<file path="config.mk">
export PLATFORM = sky130hd
export DESIGN_NAME = mem_arbiter
export DESIGN_NICKNAME = d
export VERILOG_FILES = /design/src/rtl/mem_arbiter_pkg.sv /design/src/rtl/rr_pick2.sv /design/src/rtl/mem_arbiter.sv
export SDC_FILE = /design/constraint.sdc
export NUM_CORES = 1
export LEC_CHECK = 0
export ABC_AREA = 1
export CORE_MARGIN = 2
export CORE_UTILIZATION = 32
export DETAILED_ROUTE_END_ITERATION = 7
export PLACE_DENSITY = 0.82
export SYNTH_ARGS = -nofsm -noshare
export SYNTH_HDL_FRONTEND = slang
export SYNTH_SLANG_ARGS = --single-unit
</file>
<file path="constraint.sdc">
create_clock -name clk -period 1.7 [get_ports clk]
set_input_delay 0.17 -clock clk [delete_from_list [all_inputs] [get_ports clk]]
set_output_delay 0.17 -clock clk [all_outputs]
set_load 0.01 [all_outputs]
</file>
<file path="src/rtl/mem_arbiter_pkg.sv">
// Shared definitions for the memory-port arbiter: state encoding, line geometry
// and the address field positions used to build burst beat addresses.
package mem_arbiter_pkg;

  localparam int WORD_NUM          = 4;
  localparam int WORD_OFFSET_WIDTH = 2;

  // Address fields of a byte address inside a 4-word line
  localparam int WOFF_HI = 3;  // word offset [3:2]
  localparam int WOFF_LO = 2;
  localparam int BOFF_HI = 1;  // byte offset [1:0]
  localparam int BOFF_LO = 0;
  localparam int LINE_LO = 4;  // line base [ADR_WIDTH-1:4]

  localparam logic [WORD_OFFSET_WIDTH-1:0] LAST_BEAT = WORD_OFFSET_WIDTH'(WORD_NUM - 1);

  typedef enum logic [1:0] {
    IDLE    = 2'b00,
    BURST   = 2'b01,
    RELEASE = 2'b10
  } arb_state_t;

endpackage

</file>
<file path="src/rtl/rr_pick2.sv">
// Two-way round-robin selector: a lone requester wins, a tie goes to the port
// that did not own the resource last.
module rr_pick2 (
  input  logic [1:0] req,
  input  logic       last_owner,
  output logic       vld,
  output logic       win
);

  // Winner select; win is only meaningful while vld is high
  always_comb begin
    vld = |req;
    win = 1'b0;
    case (req)
      2'b10:   win = 1'b1;
      2'b11:   win = ~last_owner;
      default: win = 1'b0;
    endcase
  end

endmodule

</file>
<file path="src/rtl/mem_arbiter.sv">
// Shares the external memory port between the I-cache (port 0) and D-cache
// (port 1). Each grant runs one critical-word-first 4-beat burst; memory acks
// and data are steered combinationally back to the owning port.
module mem_arbiter
  import mem_arbiter_pkg::*;
#(
  parameter int ADR_WIDTH  = 32,
  parameter int WORD_WIDTH = 32
) (
  input  logic                         clk,
  input  logic                         rst,
  input  logic                         req_c0,
  input  logic                         req_c1,
  input  logic [ADR_WIDTH-1:0]         adr_c0,
  input  logic [ADR_WIDTH-1:0]         adr_c1,
  output logic                         ack_a2c0,
  output logic                         ack_a2c1,
  output logic [WORD_WIDTH-1:0]        dat_a2c0,
  output logic [WORD_WIDTH-1:0]        dat_a2c1,
  output logic [WORD_OFFSET_WIDTH-1:0] word_a2c0,
  output logic [WORD_OFFSET_WIDTH-1:0] word_a2c1,
  output logic [1:0]                   gnt,
  output logic                         req_a2mem,
  output logic [ADR_WIDTH-1:0]         adr_a2mem,
  input  logic                         ack_mem2a,
  input  logic [WORD_WIDTH-1:0]        dat_mem2a
);

  localparam int NUM_PORTS = 2;

  arb_state_t                      state_q, state_d;
  logic                            owner_q, owner_d;
  logic                            last_q, last_d;
  logic [ADR_WIDTH-1:LINE_LO]      base_q, base_d;
  logic [WORD_OFFSET_WIDTH-1:0]    cnt_q, cnt_d;
  logic [WORD_OFFSET_WIDTH-1:0]    beats_q, beats_d;

  logic                            pick_vld, pick_win;
  logic [ADR_WIDTH-1:0]            sel_adr;

  logic [NUM_PORTS-1:0]                        rtn_ack;
  logic [NUM_PORTS-1:0][WORD_WIDTH-1:0]        rtn_dat;
  logic [NUM_PORTS-1:0][WORD_OFFSET_WIDTH-1:0] rtn_word;

  // Beats are word-addressed, so requester byte offsets are never used
  logic unused_boff;
  assign unused_boff = ^{adr_c0[BOFF_HI:BOFF_LO], adr_c1[BOFF_HI:BOFF_LO]};

  rr_pick2 u_pick (
    .req        ({req_c1, req_c0}),
    .last_owner (last_q),
    .vld        (pick_vld),
    .win        (pick_win)
  );

  assign sel_adr = pick_win ? adr_c1 : adr_c0;

  // State and burst context; reset discards any in-flight burst
  always_ff @(posedge clk or negedge rst) begin
    if (!rst) begin
      state_q <= IDLE;
      owner_q <= 1'b0;
      last_q  <= 1'b1;
      base_q  <= '0;
      cnt_q   <= '0;
      beats_q <= '0;
    end else begin
      state_q <= state_d;
      owner_q <= owner_d;
      last_q  <= last_d;
      base_q  <= base_d;
      cnt_q   <= cnt_d;
      beats_q <= beats_d;
    end
  end

  // Next-state, burst counters and memory-side outputs
  always_comb begin
    state_d   = state_q;
    owner_d   = owner_q;
    last_d    = last_q;
    base_d    = base_q;
    cnt_d     = cnt_q;
    beats_d   = beats_q;
    gnt       = '0;
    req_a2mem = 1'b0;
    adr_a2mem = '0;
    case (state_q)
      IDLE: begin
        if (pick_vld) begin
          owner_d = pick_win;
          base_d  = sel_adr[ADR_WIDTH-1:LINE_LO];
          cnt_d   = sel_adr[WOFF_HI:WOFF_LO];
          beats_d = '0;
          state_d = BURST;
        end
      end
      BURST: begin
        req_a2mem      = 1'b1;
        adr_a2mem      = {base_q, cnt_q, 2'b00};
        gnt[owner_q]   = 1'b1;
        if (ack_mem2a) begin
          cnt_d   = cnt_q + 1'b1;
          beats_d = beats_q + 1'b1;
          if (beats_q == LAST_BEAT) begin
            state_d = RELEASE;
            last_d  = owner_q;
          end
        end
      end
      RELEASE: state_d = IDLE;
      default: state_d = IDLE;
    endcase
  end

  // Per-port return path: only the owner sees acks, data is zero otherwise
  for (genvar p = 0; p < NUM_PORTS; p++) begin : g_rtn
    assign rtn_ack[p]  = (state_q == BURST) && ack_mem2a && (owner_q == 1'(p));
    assign rtn_dat[p]  = rtn_ack[p] ? dat_mem2a : '0;
    assign rtn_word[p] = rtn_ack[p] ? cnt_q : '0;
  end

  assign ack_a2c0  = rtn_ack[0];
  assign ack_a2c1  = rtn_ack[1];
  assign dat_a2c0  = rtn_dat[0];
  assign dat_a2c1  = rtn_dat[1];
  assign word_a2c0 = rtn_word[0];
  assign word_a2c1 = rtn_word[1];

endmodule
</file>
==> impl_results.md <==
- Post-synth top cells: 133 x nor2_1, 71 x inv_1, 48 x nand2_1
- # diodes: 0
- Starting Density: 33.1%
- Multi-input combinational cell area: 1130 um2
- Core area: 7290 um2
- Die Span X: 90.9 um
- H-tree depth: 2
- First-pass GRT wire length: 14.6 mm
- Die Footprint: 8260 um2
- Post-synth EDFFs: 0
- Crit end category: output port
- Post-route cell area: 4470 um2
- Pwr per Cell Area: 1340 nW/um2
- Layout Utilization: 61.3%
- Synth warn: 0
- Gpl congestion: 0.817
- Synth Register Bits: 36
- Max_cap viols: 0
- Ys async rst share: 100%
- Detailed placer's ending HPWL: 7.50 mm
- Synthesized area: 2420 um2
- Critical path class: register to output port
- Worst hold slack: 449 ps
- Max Slew Vio Count: 0
- HP Class: input port to register
- Startpoint Class: register
- Worst-Margin Slew: 807 ps
- Routed wire length: 9.46 mm
- Pleak: 2.41 nW
- Min Clock Period, post-route: 1700 ps
- Relative slew slack: 46.2%
- Routed Antenna Nets: 0
- Cell variety after synth: 19
- Final setup viols: 1
- PnR worst setup slack: -3.03 ps
- Drt initial violations: 88
- Layout Skew: 3.99 ps
- CP top delay family: buffers and inverters
- Vias in the first global route: 3081
- Crit share post-route: 100%
- Filler Cells Inserted: 697
- Maximum VDD drop: 0.674 mV
- Floorplan row count: 31
- Clk root buf: clkbuf_8
- TritonCTS clock tree: done
- Slowest CP cell: dfrtp_1
- Cell area after placement: 4550 um2
- Synth area leader: dfrtp_1
- Worst Path Max Fanout: 34
- Syn Inst Count: 391
- Violated checks: setup timing
- Mean Syn Cell Area: 6.18 um2
- Levels on crit path: 6
- Largest net degree at the start of global routing: 37
- Worst path arrival time: 1530 ps
- Initial antenna violation count: 0
- Hold path cells: 3
- Total area of sequential cells: 902 um2
- Chip height: 90.9 um
- CTS Buf Count: 5
- Total congestion overflow: 0
- Synth top area cells: dfrtp_1 36%, nor2_1 21%, inv_1 11%, nand2_1 7.5%, a31oi_1 7.3%
- Area Growth Syn to Fin: 85.1%
- Critical path cell sequence: inv_2 -> nand3_4 -> nor2_4 -> inv_8 -> nor2_1 -> clkdlybuf4s15_2
- Worst-Skew Late Latency: 280 ps
- RSZ-0062 raised after global routing: yes
- Total Routing Usage GR: 22.0%
- Hold Fails Final Rpt: 0
- Max Clk Rate: 587 MHz
- Count leader, synth: nor2_1
- DR vias: 3125
- Share of cells above drive strength 1: 19.8%
- Outcome: complete, but fails checks
- WP buf/inv: 3
- Vias per cell: 4.52
- First drt pass iteration count: 4
- Drt drc: 0
- Max stage delay on crit path: 390 ps
- Synth top area share: 36.3%
- Sequential fraction of the synthesis area: 37.3%
- Fin nets: 694
- Clk slew on worst S/H paths: 70 ps
- Ports: 206
- Wire per inst: 13.7 um
- Clock Tree Buf Depth: 2
- Register-to-Register Path Depth: 5
- Critical Path RT: 1530 ps
- CTS sink count: 36
- PortBufs: 199
- Top_reg_cell synth: dfrtp_1
sequential cells by signal, summed over array words and instances, names as in the netlist:
signal   cells
base_q      28
owner_q      1
state_q      2
last_q       1
cnt_q        2
beats_q      2
cell type report:
type / instances / area share [%]
timing repair buffer: 220 / 42.7
sequential: 36 / 20.2
inverter: 75 / 6.83
tap: 99 / 2.77
clock buffer: 7 / 2.15
multi-input combinational: 254 / 25.3
worst min-delay path: cells and delay by family:
family	cells	cell delay [ps]
compound gates	1	70
buf+inv	1	390
simple gates	1	60
placed cells by master, fill, tap and decap left out, types with 2 or more instances in the layout:
cell and count:
a21oi_1 2, a31oi_1 28, buf_12 3, buf_2 32
buf_4 16, clkbuf_2 22, clkbuf_8 7, clkdlybuf4s15_1 2
clkdlybuf4s15_2 18, clkdlybuf4s50_1 95, conb_1 2, dfrtp_1 35
dlygate4sd2_1 29, inv_1 69, inv_2 4, nand2_1 47
nand2_2 2, nand3_1 32, nor2_1 125, nor2_2 6
nor2_4 2, o21ai_0 5
logic make-up after synthesis:
| family | count (synthesis) | share of synthesized area, % |
|---|---|---|
| and+or+nand+nor | 216 | 35.5 |
| buffers and inverters | 102 | 17.8 |
| DFF | 36 | 37.3 |
| AOI/OAI and AO/OA | 35 | 8.70 |
| adders and majority gates | 1 | 0.518 |
| other | 1 | 0.155 |
final timing paths:
kind / from / endpoint / slack, ps
max: state_q[1]$_DFFE_PN0P_ / dat_a2c0[20] / -3
min: adr_c0[29] / base_q[29]$_DFFE_PN0P_ / 450
max reg2reg: last_q$_DFFE_PN1P_ / base_q[28]$_DFFE_PN0P_ / 290
min reg2reg: beats_q[1]$_DFFE_PN0P_ / beats_q[1]$_DFFE_PN0P_ / 500
max in group asynchronous: rst / state_q[0]$_DFFE_PN0P_ / 660
min in group asynchronous: rst / base_q[9]$_DFFE_PN0P_ / 540
metal layers:
metal / part of all wire [%] / GRT usage [%] / wire length, um
met4: 3.3 / 8.08 / 310
met5: 0 / 0 / 0
met1: 36 / 21.7 / 3410
met3: 8.5 / 6.76 / 800
met2: 52 / 42.6 / 4940
timing repair:
action                                 CTS  global route
setup buffers                            2             1
gates resized for setup                236            66
hold buffers                             1             0
endpoints found under the hold margin    4             0
pin swaps                                2             2
setup endpoints to repair              103            74
per-stage QoR:
step | setup WS, ps | instances | total power, mW | setup TNS (ps)
after floorplan | 303 | 392 | 3.50 | 0
after global placement | -417 | 680 | 5.71 | -22450
after detailed placement | -433 | 680 | 5.82 | -24680
after CTS | -18.9 | 690 | 6.12 | -18.9
after global routing | -66.5 | 691 | 6.52 | -668
final | -3.03 | 691 | 5.99 | -3.03
where the power goes:
part	internal (mW)	switching (mW)	leakage (nW)
logic	1.73	2.09	1.96
clock network	0.361	0.291	0.0503
registers	1.28	0.239	0.407
total	3.37	2.62	2.41
No activity file was read; power rests on OpenSTA's default activity.
